<file path="config.mk">
export PLATFORM = sky130hd
export DESIGN_NAME = pipelined_node_link_flat
export DESIGN_NICKNAME = d
export VERILOG_FILES = /design/src/rtl/pipelined_node_link_pkg.sv /design/src/rtl/pipelined_node_link_if.sv /design/src/rtl/pipelined_node_link_pipe.sv /design/src/rtl/pipelined_node_link.sv /design/src/flat_wrapper.sv
export SDC_FILE = /design/constraint.sdc
export NUM_CORES = 1
export LEC_CHECK = 0
export ABC_AREA = 1
export CAP_MARGIN = 20
export CORE_MARGIN = 5
export CORE_UTILIZATION = 40
export CTS_CLUSTER_DIAMETER = 200
export DETAILED_ROUTE_END_ITERATION = 8
export PLACE_DENSITY = 0.82
export REMOVE_ABC_BUFFERS = 1
export SYNTH_ARGS = -nofsm -noshare
export SYNTH_HDL_FRONTEND = slang
export SYNTH_SLANG_ARGS = --single-unit
</file>
<file path="constraint.sdc">
create_clock -name clk -period 1.1 [get_ports clk]
set_clock_uncertainty 0.15 [all_clocks]
set_input_delay 0.11 -clock clk [delete_from_list [all_inputs] [get_ports clk]]
set_output_delay 0.11 -clock clk [all_outputs]
set_load 0.02 [all_outputs]
</file>
<file path="src/rtl/pipelined_node_link_pkg.sv">
// Shared NoC link types: flit layout, VC count, backward bundle.
// Imported by the link interface, pipe and top.
package noc_params;

  localparam int VC_NUM = 4;
  localparam int VC_SIZE = $clog2(VC_NUM);
  localparam int PAYLOAD_W = 32;
  localparam int LINK_MAX_STAGES = 4;

  typedef enum logic [1:0] {
    HEAD,
    BODY,
    TAIL,
    HEADTAIL
  } flit_label_t;

  typedef struct packed {
    flit_label_t flit_label;
    logic [VC_SIZE-1:0] vc_id;
    logic [PAYLOAD_W-1:0] payload;
  } flit_t;

  typedef struct packed {
    logic [VC_NUM-1:0] on_off;
    logic [VC_NUM-1:0] alloc;
  } bwd_t;

endpackage

</file>
<file path="src/rtl/pipelined_node_link_if.sv">
// router2router: flit/valid forward, per-VC on_off/allocatable back.
// upstream drives the flit; downstream drives the VC state.
interface router2router;
  import noc_params::*;

  flit_t data;
  logic is_valid;
  logic [VC_NUM-1:0] is_on_off;
  logic [VC_NUM-1:0] is_allocatable;

  modport upstream (
    output data,
    output is_valid,
    input  is_on_off,
    input  is_allocatable
  );

  modport downstream (
    input  data,
    input  is_valid,
    output is_on_off,
    output is_allocatable
  );

endinterface

</file>
<file path="src/rtl/pipelined_node_link_pipe.sv">
// link_pipe_stage: DEPTH-deep shift register, DEPTH=0 is a wire.
// Ports: clk, rst (async low), valid_i/data_i in, valid_o/data_o out.
module link_pipe_stage #(
  parameter type T = logic,
  parameter int DEPTH = 1,
  parameter bit GATED = 1'b0
) (
  input  logic clk,
  input  logic rst,
  input  logic valid_i,
  input  T     data_i,
  output logic valid_o,
  output T     data_o
);

  if (DEPTH == 0) begin : g_wire
    assign valid_o = valid_i;
    assign data_o  = data_i;
  end else begin : g_regs
    logic [DEPTH-1:0] vld_q;
    T data_q [DEPTH];

    // With GATED set, a data stage only loads behind a valid flit,
    // so idle cycles leave the register (and its wires) quiet.
    always_ff @(posedge clk or negedge rst) begin
      if (!rst) begin
        vld_q <= '0;
        for (int k = 0; k < DEPTH; k++) data_q[k] <= '0;
      end else begin
        vld_q[0] <= valid_i;
        if (!GATED || valid_i) data_q[0] <= data_i;
        for (int k = 1; k < DEPTH; k++) begin
          vld_q[k] <= vld_q[k-1];
          if (!GATED || vld_q[k-1]) data_q[k] <= data_q[k-1];
        end
      end
    end

    assign valid_o = vld_q[DEPTH-1];
    assign data_o  = data_q[DEPTH-1];
  end

endmodule

</file>
<file path="src/rtl/pipelined_node_link.sv">
// Registered node<->router link; optional counters: NODE_LINK_STATS_EN.
// Ports: clk, rst, router_if_up/down, node-side flit + VC state, stats.
module pipelined_node_link
  import noc_params::*;
#(
  parameter int FWD_STAGES = 1,
  parameter int BWD_STAGES = 1,
  parameter int STAT_W = 32
) (
  input  logic clk,
  input  logic rst,
  router2router.upstream   router_if_up,
  router2router.downstream router_if_down,
  input  flit_t data_i,
  input  logic  is_valid_i,
  output logic [VC_NUM-1:0] is_on_off_o,
  output logic [VC_NUM-1:0] is_allocatable_o,
  output flit_t data_o,
  output logic  is_valid_o,
  input  logic [VC_NUM-1:0] is_on_off_i,
  input  logic [VC_NUM-1:0] is_allocatable_i
`ifdef NODE_LINK_STATS_EN
  ,
  input  logic stats_clear_i,
  output logic [STAT_W-1:0] flit_cnt_o,
  output logic [STAT_W-1:0] stall_cnt_o
`endif
);

  localparam int FWD_D =
    (FWD_STAGES > LINK_MAX_STAGES) ? LINK_MAX_STAGES : FWD_STAGES;
  localparam int BWD_D =
    (BWD_STAGES > LINK_MAX_STAGES) ? LINK_MAX_STAGES : BWD_STAGES;

  bwd_t bwd_up_in, bwd_up_out;
  bwd_t bwd_dn_in, bwd_dn_out;
  // Backward pipes reuse the generic pipe; their valid lane is idle.
  logic unused_vld_up, unused_vld_dn;

  assign bwd_up_in.on_off = router_if_up.is_on_off;
  assign bwd_up_in.alloc  = router_if_up.is_allocatable;
  assign bwd_dn_in.on_off = is_on_off_i;
  assign bwd_dn_in.alloc  = is_allocatable_i;

  assign is_on_off_o      = bwd_up_out.on_off;
  assign is_allocatable_o = bwd_up_out.alloc;
  assign router_if_down.is_on_off      = bwd_dn_out.on_off;
  assign router_if_down.is_allocatable = bwd_dn_out.alloc;

  link_pipe_stage #(.T(flit_t), .DEPTH(FWD_D), .GATED(1'b1)) u_fwd_up (
    .clk(clk),
    .rst(rst),
    .valid_i(is_valid_i),
    .data_i(data_i),
    .valid_o(router_if_up.is_valid),
    .data_o(router_if_up.data)
  );

  link_pipe_stage #(.T(flit_t), .DEPTH(FWD_D), .GATED(1'b1)) u_fwd_dn (
    .clk(clk),
    .rst(rst),
    .valid_i(router_if_down.is_valid),
    .data_i(router_if_down.data),
    .valid_o(is_valid_o),
    .data_o(data_o)
  );

  link_pipe_stage #(.T(bwd_t), .DEPTH(BWD_D), .GATED(1'b0)) u_bwd_up (
    .clk(clk),
    .rst(rst),
    .valid_i(1'b0),
    .data_i(bwd_up_in),
    .valid_o(unused_vld_up),
    .data_o(bwd_up_out)
  );

  link_pipe_stage #(.T(bwd_t), .DEPTH(BWD_D), .GATED(1'b0)) u_bwd_dn (
    .clk(clk),
    .rst(rst),
    .valid_i(1'b0),
    .data_i(bwd_dn_in),
    .valid_o(unused_vld_dn),
    .data_o(bwd_dn_out)
  );

`ifdef NODE_LINK_STATS_EN
  logic [1:0] flit_inc;
  logic stall;
  logic [STAT_W:0] flit_sum, stall_sum;

  // Count at the pipe entries so depth does not shift the tally.
  assign flit_inc  = {1'b0, is_valid_i} + {1'b0, router_if_down.is_valid};
  assign stall     = is_valid_i & ~is_on_off_o[data_i.vc_id];
  assign flit_sum  = {1'b0, flit_cnt_o} + {{(STAT_W-1){1'b0}}, flit_inc};
  assign stall_sum = {1'b0, stall_cnt_o} + {{STAT_W{1'b0}}, stall};

  always_ff @(posedge clk or negedge rst) begin
    if (!rst) begin
      flit_cnt_o  <= '0;
      stall_cnt_o <= '0;
    end else if (stats_clear_i) begin
      flit_cnt_o  <= '0;
      stall_cnt_o <= '0;
    end else begin
      flit_cnt_o  <= flit_sum[STAT_W] ? '1 : flit_sum[STAT_W-1:0];
      stall_cnt_o <= stall_sum[STAT_W] ? '1 : stall_sum[STAT_W-1:0];
    end
  end
`else
  // Counter width is meaningless without the counters.
  localparam int STAT_W_UNUSED = STAT_W;
`endif

endmodule

</file>
<file path="src/flat_wrapper.sv">
// flat-port wrapper written by rule: the top's interface ports become plain ports
module pipelined_node_link_flat import noc_params::*;
#(
  parameter int FWD_STAGES = 1,
  parameter int BWD_STAGES = 1,
  parameter int STAT_W = 32
)
  (clk, rst, data_i, is_valid_i, is_on_off_o, is_allocatable_o, data_o, is_valid_o, is_on_off_i, is_allocatable_i, router_if_up_data, router_if_up_is_valid, router_if_up_is_on_off, router_if_up_is_allocatable, router_if_down_data, router_if_down_is_valid, router_if_down_is_on_off, router_if_down_is_allocatable);
  router2router router_if_up_i ();
  router2router router_if_down_i ();
  input  logic clk;
  input  logic rst;
  input  flit_t data_i;
  input  logic is_valid_i;
  output logic [VC_NUM-1:0] is_on_off_o;
  output logic [VC_NUM-1:0] is_allocatable_o;
  output flit_t data_o;
  output logic is_valid_o;
  input  logic [VC_NUM-1:0] is_on_off_i;
  input  logic [VC_NUM-1:0] is_allocatable_i;
  output wire logic [$bits(router_if_up_i.data)-1:0] router_if_up_data;
  output wire logic [$bits(router_if_up_i.is_valid)-1:0] router_if_up_is_valid;
  input wire logic [$bits(router_if_up_i.is_on_off)-1:0] router_if_up_is_on_off;
  input wire logic [$bits(router_if_up_i.is_allocatable)-1:0] router_if_up_is_allocatable;
  input wire logic [$bits(router_if_down_i.data)-1:0] router_if_down_data;
  input wire logic [$bits(router_if_down_i.is_valid)-1:0] router_if_down_is_valid;
  output wire logic [$bits(router_if_down_i.is_on_off)-1:0] router_if_down_is_on_off;
  output wire logic [$bits(router_if_down_i.is_allocatable)-1:0] router_if_down_is_allocatable;
  assign router_if_up_data = router_if_up_i.data;
  assign router_if_up_is_valid = router_if_up_i.is_valid;
  assign router_if_up_i.is_on_off = router_if_up_is_on_off;
  assign router_if_up_i.is_allocatable = router_if_up_is_allocatable;
  assign router_if_down_i.data = router_if_down_data;
  assign router_if_down_i.is_valid = router_if_down_is_valid;
  assign router_if_down_is_on_off = router_if_down_i.is_on_off;
  assign router_if_down_is_allocatable = router_if_down_i.is_allocatable;
  pipelined_node_link #(.FWD_STAGES(FWD_STAGES), .BWD_STAGES(BWD_STAGES), .STAT_W(STAT_W)) u_core (.clk(clk), .rst(rst), .router_if_up(router_if_up_i), .router_if_down(router_if_down_i), .data_i(data_i), .is_valid_i(is_valid_i), .is_on_off_o(is_on_off_o), .is_allocatable_o(is_allocatable_o), .data_o(data_o), .is_valid_o(is_valid_o), .is_on_off_i(is_on_off_i), .is_allocatable_i(is_allocatable_i));
endmodule
</file>
Word-level counts from Yosys, hierarchy flattened
Cells that the tools add are included.

Bits of input ports: 92. Bits in registers: 90. Word-level logic and storage cells: 12. Output and inout bits: 90.

Depth between registers and ports, before layout
Depth after elaboration: 0. Depth in mapped cells: 5. Mapped depth without buffers: 3.

Hierarchy
A second synthesis with hierarchy kept.

Cell total of the unflattened synthesis: 325. Area total of the unflattened synthesis: 3342.0 µm².

Modules (own cells, without submodules): link_pipe_stage (u_core.u_fwd_dn ...) (times used 2, cells an instance 153, area each 1443.9 µm²); link_pipe_stage (u_core.u_bwd_dn ...) (times used 2, cells an instance 9, area each 225.2 µm²); pipelined_node_link (times used 1, cells an instance 1, area each 3.8 µm²).

Least setup slack after synthesis
OpenSTA, ideal clock, no wires.

Kind: register -> register. From: register u_core.u_fwd_dn.data_o[10] (netlist name). To: register u_core.u_fwd_dn.g_regs.data_q, in the netlist u_core.u_fwd_dn.data_o[10]. Clock period less this slack: 832 ps. Path buffers: 0. Setup slack: 268 ps. Arrival time: 565 ps. Required time: 833 ps. Cell stages (with the launch flop): 3. Setup time: 117 ps. Cell sequence: dfrtp_1 nand2_2 nand2_1.

RTL lines: end signal, assigned by index (RTL line pipelined_node_link_pipe.sv:34) `if (!GATED || vld_q[k-1]) data_q[k] <= data_q[k-1];`; end, declared (RTL line pipelined_node_link_pipe.sv:21) `T data_q [DEPTH];`.

Worst setup path after layout
From: register u_core.u_fwd_dn.g_regs.data_q, in the netlist u_core.u_fwd_dn.data_o[17]. To: output data_o[17] (netlist bit).

RTL lines: end, declared (RTL line flat_wrapper.sv:17) `output flit_t data_o;`.

No word-level cell between the ends.

==> results.py <==
metrics = {
    "finish": {
        "final_util": 0.7387,
        "multiInputGateArea_sq_um": 860.8,
        "final_common_cell": "nand2_1",
        "layout.nets": 673,
        "n_fill_cell": 584,
        "n_antenna_cell": 0,
        "stdcell_area_sq_mm": 0.006008,
        "seqCellArea_sq_mm": 0.002252,
        "area_growth_pct": 82.59,
        "drive_above_1_share": 0.3521,
        "final_cell_mix": "nand2_1, clkdlybuf4s50_1, buf_6, dfrtp_1, buf_4",
    },
    "synth": {
        "muxShareOfSynthArea": 0,
        "synth-adder-area-share": 0,
        "synth_compound_gate_area_share": 0,
        "syn_avg_cell_area_sq_um": 10.22,
        "yosys_register_bits": 90,
        "syn_inst": 322,
        "yosysSeqAreaShare": 0.6844,
        "synth_top_area_cell": "dfrtp_1",
        "synth_top_family_by_area": "simple AND/OR/NAND/NOR gates",
        "synth.top_cells.by_area": "dfrtp_1, nand2_1, nand2_2",
        "synth_simple_gate_area_frac": 0.2616,
        "ys_types": 8,
        "synth_xor_area_frac": 0,
        "yosysWarnings": 0,
        "syn_area_sq_mm": 0.003291,
        "synth_top_area_frac": 0.6844,
    },
    "grt": {
        "overflow": 0,
        "grt.total_usage": 0.1950,
        "grt_pass1_vias": 3183,
        "grt_max_degree": 66,
        "grt_pass1_wl_um": 15290,
        "antenna_found_initial": 0,
    },
    "sta": {
        "holdWs_ns": 0.05688,
        "final.min_clock_period_ns": 1.153,
        "rsz0062_at_grt": "yes",
        "fin_crit_sh": 1.048,
        "max_freq_ghz": 0.8677,
        "layout_setup_ws_ns": -0.05252,
        "worstMarginPinSlew_ns": 0.3600,
        "setup_viol": 83,
        "slew_viol_final": 0,
        "hold_viol": 0,
        "slew_headroom": 0.7600,
    },
    "worst_hold_path": {
        "hold_depth": 1,
        "min_path_type": "primary input to register",
    },
    "clock_network": {
        "clock_path_buffers": 2,
        "cts_tree": "yes",
        "clk_latency_ns": 0.34,
        "path_clk_slew_ns": 0.09,
        "h-tree-depth": 3,
        "root_buffer": "clkbuf_8",
        "numCtsBuffers": 9,
        "clkSinkCount": 90,
    },
    "worst_setup_path": {
        "crit_fanout": 2,
        "critPathTopFamily": "flip-flops",
        "cpPeakStageDelay_ns": 0.41,
        "worstPathArrival_ns": 0.89,
        "worst-path-buf-inv": 1,
        "cp_num_cells": 1,
        "cp-start-kind": "register",
        "end_kind": "output pin",
        "path_class": "register to output pin",
        "r2r_cells": 5,
        "required_ns": 0.84,
        "slowest_stage": "dfrtp_1",
        "path_cells": "buf_6",
    },
    "drt": {
        "wire_per_inst_um": 14.80,
        "firstDrtPassIters": 4,
        "drc": 0,
        "drt_iter0_drc": 91,
        "antenna_left": 0,
        "vias_per_cell": 4.400,
        "num_vias": 3036,
        "drt-total-wl_um": 10210,
    },
    "floorplanning": {
        "dieArea_sq_mm": 0.01014,
        "core_area_sq_mm": 0.008134,
        "fp.dieH_um": 100.7,
        "die_w_um": 100.7,
        "initial_core_util": 0.4046,
        "ioPinCount": 182,
        "rows": 33,
    },
    "power": {
        "vdd_ir_drop_max_uv": 756.2,
        "p_leak_nw": 3.133,
        "powerDensity_mw_per_mm2": 1311,
    },
    "job": {
        "maxCapViolations": 0,
    },
    "placed_design": {
        "gp_congestion": 0.7773,
        "placedInstanceArea_sq_mm": 0.005324,
        "port_buffers": 181,
        "dp_worst_setup_slack_ns": -0.2320,
        "dp_hpwl_um": 7066,
    },
    "status": {
        "status": "complete, but fails checks",
        "violations": "setup timing",
    },
}
## synthesized netlist by cell type
master   number
buf_12        1
buf_4         4
buf_6         8
buf_8         1
dfrtp_1      90
inv_8         2
nand2_1     196
nand2_2      20
## state kept, by name, indices dropped and copies added (netlist names)
signal	count
u_core.u_fwd_dn.data_o	36
u_core.u_fwd_up.data_o	36
u_core.u_bwd_dn.data_o	8
u_core.u_bwd_up.data_o	8
u_core.u_fwd_dn.valid_o	1
u_core.u_fwd_up.valid_o	1
## metal layers
layer | vias up | global-route usage | wire [um]
met4 | 0 | 0.08601 | 235
li1 | 1479 | - | -
met5 | - | 0 | 0
met3 | 18 | 0.04983 | 588
met1 | 1444 | 0.2049 | 3629
met2 | 95 | 0.3625 | 5759
## cells by family after synthesis
group	count (synthesis)
flip-flops	90
AND/OR/NAND/NOR	216
buffers and inverters	16
## timing repair
item / in CTS / in global routing
hold buffers: 1 / 0
setup buffers: 22 / 30
hold endpoints to repair: 90 / 0
gates resized for setup: 540 / 0
endpoints found under the setup margin: 90 / 90
## where the power goes
| group | internal (mW) | switching, mW | leakage (nW) |
|---|---|---|---|
| registers | 3.58 | 0.193 | 1.09 |
| logic | 1.20 | 0.910 | 1.96 |
| clock network | 0.933 | 1.07 | 0.0855 |
| total | 5.71 | 2.17 | 3.13 |
## final timing paths
| check | start | slack [ns] | to |
|---|---|---|---|
| min in group asynchronous | rst | 0.15 | u_core.u_fwd_dn.data_o[29] |
| hold / removal | router_if_up_is_on_off[0] | 0.06 | u_core.u_bwd_up.data_o[4] |
| hold reg to reg | u_core.u_fwd_up.data_o[31] | 0.35 | u_core.u_fwd_up.data_o[31] |
| max in group asynchronous | rst | 0.34 | u_core.u_fwd_dn.data_o[32] |
| setup reg to reg | u_core.u_fwd_dn.data_o[7] | -0.04 | u_core.u_fwd_dn.data_o[7] |
| setup / recovery | u_core.u_fwd_dn.data_o[17] | -0.05 | data_o[17] |
## final cells by class
class | instances | area share
timing repair buffer | 262 | 0.4277
multi-input combinational | 216 | 0.1433
clock inverter | 2 | 0.002082
clock buffer | 13 | 0.02645
sequential | 90 | 0.3748
inverter | 2 | 0.003748
tap | 105 | 0.02187
## per-stage QoR
| stage | total power, mW | cells | setup TNS (ns) |
|---|---|---|---|
| global placement | 5.541 | 622 | -20.38 |
| finish | 7.879 | 690 | -2.317 |
| global route | 8.264 | 690 | -6.358 |
| detailed placement | 5.590 | 622 | -23.01 |
| CTS | 7.808 | 660 | -4.142 |
| floorplan | 4.368 | 308 | 0 |
Note: power is estimated with default switching activity, not from simulation.
